===== config.mk =====
export PLATFORM = sky130hd
export DESIGN_NAME = alu_op_sequencer
export DESIGN_NICKNAME = d
export VERILOG_FILES = /design/src/rtl/alu_op_sequencer.sv
export SDC_FILE = /design/constraint.sdc
export NUM_CORES = 1
export LEC_CHECK = 0
export ABC_CLOCK_PERIOD_IN_PS = 2100
export CORE_AREA = 2 2 80 82
export DETAILED_ROUTE_END_ITERATION = 6
export DIE_AREA = 0 0 82 84
export GPL_TIMING_DRIVEN = 0
export PLACE_DENSITY = 0.73
export SLEW_MARGIN = 40
export SYNTH_ARGS = -nofsm -noshare
export SYNTH_HDL_FRONTEND = slang
export SYNTH_SLANG_ARGS = --single-unit

===== constraint.sdc =====
create_clock -name clk -period 2.1 [get_ports clk]
set_input_delay 0.42 -clock clk [delete_from_list [all_inputs] [get_ports clk]]
set_output_delay 0.42 -clock clk [all_outputs]
set_load 0.02 [all_outputs]

===== src/rtl/alu_op_sequencer.sv =====
// alu_op_sequencer: queues (op, A, B) commands in a small FIFO, issues them one
// at a time to the 4-unit ALU datapath, waits a fixed latency, then returns the
// selected unit's result over a valid/ready handshake.
// Optional build macro: ALU_SEQ_STATS_EN adds saturating per-op result counters
// (stat_xnor/stat_shift/stat_add/stat_mult) and the stat_clr input.
module alu_op_sequencer #(
  parameter int DEPTH   = 4,
  parameter int LATENCY = 2
) (
  input  logic       clk,
  input  logic       rst,
  input  logic       cmd_valid,
  output logic       cmd_ready,
  input  logic [1:0] cmd_op,
  input  logic [2:0] cmd_a,
  input  logic [2:0] cmd_b,
  output logic [1:0] alu_op,
  output logic [2:0] alu_a,
  output logic [2:0] alu_b,
  output logic       alu_en,
  output logic       alu_rst_n,
  input  logic [5:0] alu_doutxnor,
  input  logic [5:0] alu_doutshift,
  input  logic [5:0] alu_doutadd,
  input  logic       alu_c,
  input  logic [5:0] alu_doutmult,
  output logic       res_valid,
  input  logic       res_ready,
  output logic [1:0] res_op,
  output logic [5:0] res_data,
  output logic       res_carry,
  output logic       busy
`ifdef ALU_SEQ_STATS_EN
  ,
  input  logic       stat_clr,
  output logic [7:0] stat_xnor,
  output logic [7:0] stat_shift,
  output logic [7:0] stat_add,
  output logic [7:0] stat_mult
`endif
);

  localparam int PW   = (DEPTH > 1) ? $clog2(DEPTH) : 1;
  localparam int CNTW = PW + 1;
  localparam int LW   = $clog2(LATENCY + 1);

  localparam logic [CNTW-1:0] FULL_C = CNTW'(DEPTH);
  localparam logic [CNTW-1:0] ZERO_C = {CNTW{1'b0}};

  typedef enum logic [1:0] {
    ST_IDLE = 2'b00,
    ST_WAIT = 2'b01,
    ST_DONE = 2'b10
  } state_t;

  // Each FIFO entry packs {op[1:0], a[2:0], b[2:0]}.
  logic [7:0]      fifo_mem_r [DEPTH];
  logic [PW-1:0]   wr_ptr_r;
  logic [PW-1:0]   rd_ptr_r;
  logic [CNTW-1:0] count_r;
  state_t          state_r;
  state_t          state_nx_s;
  logic [LW-1:0]   lat_cnt_r;
  logic            push_s;
  logic            pop_s;
  logic [5:0]      sel_data_s;
  logic            sel_carry_s;

  // FIFO handshake: push from the requester, pop only when the FSM issues from IDLE.
  always_comb begin
    push_s = cmd_valid && cmd_ready;
    pop_s  = (state_r == ST_IDLE) && (count_r != ZERO_C);
  end

  // Status outputs derived from registered state only (no same-cycle pass-through).
  always_comb begin
    cmd_ready = (count_r != FULL_C);
    busy      = (state_r != ST_IDLE) || (count_r != ZERO_C);
    alu_rst_n = ~rst;
  end

  // Result mux: pick the unit that matches the op currently held on the ALU bus.
  always_comb begin
    sel_data_s  = 6'd0;
    sel_carry_s = 1'b0;
    case (alu_op)
      2'b00: sel_data_s = alu_doutxnor;
      2'b01: sel_data_s = alu_doutshift;
      2'b10: begin
        sel_data_s  = alu_doutadd;
        sel_carry_s = alu_c;
      end
      2'b11: sel_data_s = alu_doutmult;
      default: begin
        sel_data_s  = 6'd0;
        sel_carry_s = 1'b0;
      end
    endcase
  end

  // FSM state register.
  always_ff @(posedge clk) begin
    if (rst) begin
      state_r <= ST_IDLE;
    end else begin
      state_r <= state_nx_s;
    end
  end

  // FSM next-state logic.
  always_comb begin
    state_nx_s = state_r;
    case (state_r)
      ST_IDLE: begin
        if (count_r != ZERO_C) state_nx_s = ST_WAIT;
        else                   state_nx_s = ST_IDLE;
      end
      ST_WAIT: begin
        if (lat_cnt_r == LW'(1)) state_nx_s = ST_DONE;
        else                     state_nx_s = ST_WAIT;
      end
      ST_DONE: begin
        if (res_valid && res_ready) state_nx_s = ST_IDLE;
        else                        state_nx_s = ST_DONE;
      end
      default: state_nx_s = ST_IDLE;
    endcase
  end

  // FIFO storage; contents are don't-care until written, so no reset needed.
  always_ff @(posedge clk) begin
    if (push_s) begin
      fifo_mem_r[wr_ptr_r] <= {cmd_op, cmd_a, cmd_b};
    end
  end

  // FIFO pointers and occupancy; pointers wrap naturally since DEPTH is a power of 2.
  always_ff @(posedge clk) begin
    if (rst) begin
      wr_ptr_r <= {PW{1'b0}};
      rd_ptr_r <= {PW{1'b0}};
      count_r  <= ZERO_C;
    end else begin
      if (push_s) wr_ptr_r <= wr_ptr_r + PW'(1);
      if (pop_s)  rd_ptr_r <= rd_ptr_r + PW'(1);
      case ({push_s, pop_s})
        2'b10:   count_r <= count_r + CNTW'(1);
        2'b01:   count_r <= count_r - CNTW'(1);
        default: count_r <= count_r;
      endcase
    end
  end

  // Issue, latency countdown and result capture; all ALU and result outputs are registered.
  always_ff @(posedge clk) begin
    if (rst) begin
      alu_op    <= 2'd0;
      alu_a     <= 3'd0;
      alu_b     <= 3'd0;
      alu_en    <= 1'b0;
      lat_cnt_r <= {LW{1'b0}};
      res_valid <= 1'b0;
      res_op    <= 2'd0;
      res_data  <= 6'd0;
      res_carry <= 1'b0;
    end else begin
      case (state_r)
        ST_IDLE: begin
          if (pop_s) begin
            {alu_op, alu_a, alu_b} <= fifo_mem_r[rd_ptr_r];
            alu_en    <= 1'b1;
            lat_cnt_r <= LW'(LATENCY);
          end
        end
        ST_WAIT: begin
          lat_cnt_r <= lat_cnt_r - LW'(1);
          if (lat_cnt_r == LW'(1)) begin
            alu_en    <= 1'b0;
            res_valid <= 1'b1;
            res_op    <= alu_op;
            res_data  <= sel_data_s;
            res_carry <= sel_carry_s;
          end
        end
        ST_DONE: begin
          if (res_ready) res_valid <= 1'b0;
        end
        default: begin
          alu_en    <= 1'b0;
          res_valid <= 1'b0;
        end
      endcase
    end
  end

`ifdef ALU_SEQ_STATS_EN
  logic handshake_s;

  function automatic logic [7:0] sat_inc(input logic [7:0] v);
    return (v == 8'hFF) ? v : v + 8'd1;
  endfunction

  // A result handshake is what each per-op counter tallies.
  always_comb begin
    handshake_s = (state_r == ST_DONE) && res_valid && res_ready;
  end

  // Saturating per-op counters; a clear in the same cycle as a handshake wins.
  always_ff @(posedge clk) begin
    if (rst || stat_clr) begin
      stat_xnor  <= 8'd0;
      stat_shift <= 8'd0;
      stat_add   <= 8'd0;
      stat_mult  <= 8'd0;
    end else if (handshake_s) begin
      case (res_op)
        2'b00:   stat_xnor  <= sat_inc(stat_xnor);
        2'b01:   stat_shift <= sat_inc(stat_shift);
        2'b10:   stat_add   <= sat_inc(stat_add);
        2'b11:   stat_mult  <= sat_inc(stat_mult);
        default: stat_xnor  <= stat_xnor;
      endcase
    end
  end
`endif

endmodule


==> results of run 1 <==
[power by group]
group	leakage (nW)	internal (mW)	total, mW	switching, mW
Combinational	0.610	0.819	1.64	0.826
Clock	0.0894	0.428	0.904	0.475
Sequential	0.541	1.49	1.61	0.125
[kinds of logic (layout without fill, tap and decap cells)]
family	count (synthesis)	in the layout
buf+inv	19	97
simple gates	53	53
fa+ha+maj	7	7
compound gates	46	46
mux	15	15
flops	62	62
xor+xnor	2	2
[flip-flops by register name, indices dropped and copies added, names as in the netlist, 2 cells and up]
register / flops
state_r: 2
res_data: 6
rd_ptr_r: 2
wr_ptr_r: 2
alu_a: 3
alu_op: 2
lat_cnt_r: 2
alu_b: 3
count_r: 3
fifo_mem_r: 32
res_op: 2
[worst max-delay path, stage by stage (launching register included)]
cell and delay (ns):
dfxtp_4 0.36, or3b_1 0.40, buf_6 0.14, nand2_1 0.07
ha_2 0.20, fa_2 0.23, xnor2_2 0.08, or3_4 0.38
a21oi_2 0.10
[cells in the final DEF, fill, tap and decap left out, types with 4 or more instances in the layout]
cell type | netlist | routed
a21oi_1 | 26 | 25
and3_1 | 4 | 4
buf_4 | 1 | 8
clkbuf_8 | 0 | 9
clkdlybuf4s50_1 | 0 | 54
dfxtp_1 | 30 | 27
edfxtp_1 | 32 | 32
ha_1 | 6 | 5
inv_1 | 5 | 5
mux4_2 | 14 | 14
nand2_1 | 20 | 20
nand3_1 | 10 | 10
nor2_1 | 7 | 6
o21ai_0 | 13 | 13
[through the flow]
stage / std cells / hold WS [ns] / setup slack, ns / area, um^2
floorplan: 204 / 0.473 / 0.0727 / 2600
global placement: 338 / 0.441 / -0.376 / 3270
detailed placement: 338 / 0.447 / -0.368 / 3270
CTS: 353 / 0.457 / 0.0170 / 3450
global route: 359 / 0.427 / -0.0242 / 3540
finish: 359 / 0.420 / 0.0658 / 3540
[timing repair]
item | 4_1_cts | 5_1_grt
gates resized for setup | 10 | 16
buffers inserted | 0 | 6
gates cloned | 0 | 0
pin swaps | 0 | 6
endpoints found under the setup margin | 4 | 4
hold endpoints to repair | 0 | 0
[worst min-delay path by stage]
| stage | startpoint | to | slack [ns] |
|---|---|---|---|
| 2_1_floorplan | count_r[2] | count_r[2] | 0.47 |
| 3_3_place_gp | res_data[3] | res_data[3] | 0.44 |
| 3_5_place_dp | res_op[1] | res_op[1] | 0.45 |
| 4_1_cts | res_data[3] | res_data[3] | 0.46 |
| 5_1_grt | rst | alu_b[1] | 0.43 |
| 6_report | rst | alu_b[1] | 0.42 |
[per-layer routing]
metal / track usage / up-vias / routed length (um)
met5: 0 / - / 0
met4: 0.0909 / 0 / 136
met3: 0.0455 / 9 / 382
met2: 0.273 / 63 / 2540
met1: 0.182 / 849 / 2220
li1: - / 905 / -
[final cells by class]
type / count / area, um^2 / share of cell area
Inverter: 5 / 18.8 / 0.00530
Clock inverter: 7 / 48.8 / 0.0138
Tap cell: 77 / 96.3 / 0.0272
Sequential cell: 62 / 1570 / 0.444
Clock buffer: 9 / 124 / 0.0350
Timing Repair Buffer: 63 / 608 / 0.172
Multi-Input combinational cell: 123 / 997 / 0.282
Buffer: 13 / 72.6 / 0.0205
==> qor.csv, run 1 <==
metric;value;unit
Critical Path Source;count_r[1];
Post-Syn Area;2600;um^2
Setup TNS;0;ns
core area;6100;um^2
register area share after synthesis;0.600;
complex-gate fraction of the synthesized area;0.0996;
Initial Util;0.427;
top cell type's share of synthesized area;0.369;
simple-gate area share of the yosys netlist;0.100;
Design Power;4.16;mW
CTS max path bufs;2;
final WL;5.28;mm
fin nets;321;
FMAX;492;MHz
Final Util;0.580;
final setup vio count;0;
ANT nets after route;0;
row count;29;
Cells on Worst Hold Path;2;
CTS Buf Count;9;
vias post-DR;1826;
port bufs;57;
Slew HR;0.635;
Max Slew Vio Count;0;
minimum clock period;2.03;ns
CTS tree;yes;
Fill cells;496;
critical path endpoint category;flip-flop;
via density per instance;5.09;
Post-synth EDFFs;32;
Die Wd;82;um
Mapped Nets;248;
syn avg cell area;12.8;um^2
maxcap violations;0;
crit path DAT;2.29;ns
Reg2Reg Depth;8;
Avg WL per Cell;14.7;um
count leader, synth;edfxtp_1;
largest family of logic cells by synthesized area;multiplexers;
clk sink count;62;
CP Data Required Time;2.36;ns
crit start category;flip-flop;
Mapped Cells;204;
gr usage total;0.163;
count of hold-fix buffers inserted at cts;0;
share of cells above drive strength 1;0.202;
vias in the first global route;1860;
synth unique cells;35;
status;finished, final reports clean;
antenna cells;0;
io pins;59;
final hold violations;0;
global route total overflow;0;
XOR/XNOR Fraction of Synth Area;0.00673;
initial antenna violation count;0;
Cell Pwr Density;1180;nW/um^2
critical path type;reg -> reg;
dominant cells by area after synthesis;edfxtp_1 (37%), dfxtp_1 (23%), mux4_2 (12%);
post-synthesis register bit count;62;
post-synthesis mux area share;0.125;
worst-path fanout max;6;
YS warnings;0;
die area;6890;um^2
R2R Path Start;count_r[1];
Worst-path clk slew;0.07;ns
commonest cells in the netlist;edfxtp_1 (32), dfxtp_1 (30), a21oi_1 (26);
clk root buf;clkbuf_8;
largest net degree at the start of global routing;13;
Hold/Removal Path Class;in -> reg;
main flop type after synthesis;edfxtp_1;
Die Height;84;um
leakage;1.24;nW
routability cong.;0.709;
R2R Path End;count_r[2];
Yosys top cell by area;edfxtp_1;
drt first pass iters;4;
final clock skew;0.0129;ns
reg2reg setup slack;0.07;ns
Area growth syn-to-layout;36.0;%
Setup crit end;count_r[2];
adder-cell area share of the yosys netlist;0.0366;
asr flop ratio synth;0;
peak supply drop;0.513;mV
DRC violations left;0;
H-tree depth;3;
global-route wire length before repair;8.31;mm
clock latency on the worst-skew pair;0.34;ns
crit share post-route;0.969;
DR iter-0 viols;130;
Worst Tran Pin Value;0.547;ns
HPWL after detailed placement;3.75;mm
No activity file was read; power rests on OpenSTA's default activity.
==> run 2, diff against run 1 <==
--- a/config.mk
+++ b/config.mk
@@ -11,6 +11,7 @@
 export DIE_AREA = 0 0 82 84
 export GPL_TIMING_DRIVEN = 0
 export PLACE_DENSITY = 0.73
+export RECOVER_POWER = 50
 export SLEW_MARGIN = 40
 export SYNTH_ARGS = -nofsm -noshare
 export SYNTH_HDL_FRONTEND = slang
==> run 2 against run 1 <==
Net effect: register-to-register slack is essentially flat; sequential share of layout area grew 0.11 points; fmax is essentially flat; cell area shrank 0.25%; total power shrank 0.31%; clock skew shrank 0.00060 ns.
==> qor.csv, run 2 (synthesis gave the netlist of run 1 again) <==
metric;value;unit;change
Pint;2.73;mW;-0.34%
core area;6100;um^2;unchanged
Seq pwr share;0.389;;about the same
worst-path fanout max;6;;unchanged
family with the most delay on the worst path;simple AND/OR/NAND/NOR gates;;
vias in the first global route;1860;;unchanged
clock latency on the worst-skew pair;0.34;ns;about the same
post-place instance area;3270;um^2;unchanged
Worst Hold Path EP;alu_b[1];;
Die Height;84;um;unchanged
DR iter-0 viols;131;;+0.77%
global-route wire length before repair;8.31;mm;unchanged
critical path type;reg -> reg;;
largest net degree at the start of global routing;13;;unchanged
commonest non-fill, non-tap cell in the layout;clkdlybuf4s50_1;;
die area;6890;um^2;unchanged
Die Wd;82;um;unchanged
Clock power frac;0.218;;about the same
R2R Path Start;count_r[1];;
CTS max path bufs;2;;unchanged
Worst Tran Pin Value;0.548;ns;+0.00106 ns
gr usage total;0.163;;unchanged
biggest regs;fifo_mem_r: 32 flops, res_data: 6 flops;;
R2R Path End;count_r[2];;
final hold violations;0;;unchanged
Area growth syn-to-layout;35.7;%;
status;finished, final reports clean;;
Hold/Removal Path Class;in -> reg;;
Sw Ratio;0.343;;about the same
via density per instance;5.09;;+0.16%
Critical Path Source;count_r[1];;
ANT nets after route;0;;unchanged
drt first pass iters;4;;unchanged
reg2reg setup slack;0.07;ns;about the same
NetSw;1.42;mW;-0.26%
io pins;59;;unchanged
FMAX;492;MHz;about the same
hold path startpoint;rst;;
Max Slew Vio Count;0;;unchanged
Cell Pwr Density;1180;nW/um^2;about the same
crit path DAT;2.29;ns;about the same
most frequent cells in the layout;clkdlybuf4s50_1 (46), edfxtp_1 (32), dfxtp_1 (27);;
critical path endpoint category;flip-flop;;
global route total overflow;0;;unchanged
WP buf/inv;1;;unchanged
port bufs;57;;unchanged
initial antenna violation count;0;;unchanged
Reg with most FFs;fifo_mem_r;;
CTS Buf Count;9;;unchanged
DRC violations left;0;;unchanged
worst stage delay on the critical path;0.40;ns;about the same
Critical-path top delay cell;or3b_1;;
crit share post-route;0.969;;about the same
routability cong.;0.709;;unchanged
final WL;5.30;mm;+0.38%
Logic pwr share;0.393;;-0.002
leakage;1.23;nW;-0.48%
Critical Path, Cell by Cell;or3b_1 -> buf_6 -> nand2_1 -> ha_2 -> fa_2 -> xnor2_2 -> or3_4 -> a21oi_2;;
final clock skew;0.0123;ns;-0.000595 ns
Fill cells;497;;+0.20%
antenna cells;0;;unchanged
final setup vio count;0;;unchanged
clk root buf;clkbuf_8;;
clk sink count;62;;unchanged
Finished Cell Area;3530;um^2;-0.25%
Initial Util;0.427;;unchanged
max FFs per register;32;;unchanged
worst hold margin;0.413;ns;-0.00717 ns
share of cells above drive strength 1;0.191;;-0.0106
maxcap violations;0;;unchanged
peak supply drop;0.512;mV;-0.15%
HPWL after detailed placement;3.75;mm;unchanged
Reg2Reg Depth;8;;unchanged
minimum clock period;2.03;ns;-0.00000220 ns
fin nets;321;;unchanged
Slew HR;0.635;;-0.000707
Cells on Worst Hold Path;2;;unchanged
crit start category;flip-flop;;
CP Data Required Time;2.36;ns;about the same
vias post-DR;1829;;+0.16%
H-tree depth;3;;unchanged
count of hold-fix buffers inserted at cts;0;;unchanged
CTS tree;yes;;
row count;29;;unchanged
Avg WL per Cell;14.8;um;+0.38%
Worst-path clk slew;0.07;ns;about the same
run 2: cell types whose count changed in the layout (fill, tap and decap cells not counted):
cell and delta:
dlygate4sd3_1 +8, a311oi_2 -1, a311oi_1 +1, buf_2 -2, clkbuf_1 +2, clkdlybuf4s50_1 -8
run 2: how the worst max path moves through the flow:
stage | cells past startpoint | to | slack, ns
floorplan | 8 | count_r[2] | 0.07
global placement | 4 | alu_rst_n | -0.38
detailed placement | 4 | alu_rst_n | -0.37
CTS | 8 | count_r[2] | 0.02
global route | 8 | count_r[2] | -0.02
finish | 8 | count_r[2] | 0.07
run 2: layout make-up:
type | instances | area [um^2] | share of cell area
Buffer | 13 | 70.1 | 0.0199
Clock buffer | 9 | 124 | 0.0351
Clock inverter | 7 | 48.8 | 0.0138
Inverter | 5 | 18.8 | 0.00532
Multi-Input combinational cell | 123 | 991 | 0.281
Sequential cell | 62 | 1570 | 0.446
Tap cell | 77 | 96.3 | 0.0273
Timing Repair Buffer | 63 | 608 | 0.172
run 2: metrics by stage:
stage / TNS, ns / power (mW) / setup slack, ns / std cells / util
after floorplan: 0 / 2.62 / 0.0727 / 204 / -
after global routing: -0.0242 / 4.40 / -0.0242 / 359 / 0.579
after global placement: -0.484 / 3.09 / -0.376 / 338 / 0.536
after detailed placement: -0.511 / 3.13 / -0.368 / 338 / 0.536
final: 0 / 4.15 / 0.0658 / 359 / 0.579
after CTS: 0 / 4.06 / 0.0170 / 353 / 0.567
run 2: power by group through the flow:
stage	sequential [mW]	combinational (mW)	clock (mW)
6_report	1.61	1.63	0.904
5_1_grt	1.64	1.77	0.981
4_1_cts	1.61	1.52	0.926
3_5_place_dp	1.62	1.50	0
3_3_place_gp	1.61	1.48	0
2_1_floorplan	1.69	0.930	0
run 2: timing repair:
action                     4_1_cts  5_1_grt
gates resized for setup         10       16
cloned                           0        0
pin swaps                        0        6
setup buffers                    0        6
setup endpoints to repair        4        4
run 2: worst register-to-register path: cells and delay by family (launching register included):
kind,cells,cell delay (ns)
simple gates,3,0.85
fa+ha+maj,2,0.43
buf+inv,1,0.14
flops,1,0.36
compound gates,1,0.11
xor+xnor,1,0.08
run 2: per-layer routing:
metal / up-vias / wire length [um] / track usage
met1: 854 / 2220 / 0.182
met5: - / 0 / 0
met3: 8 / 385 / 0.0455
met2: 63 / 2580 / 0.273
li1: 904 / - / -
met4: 0 / 113 / 0.0909
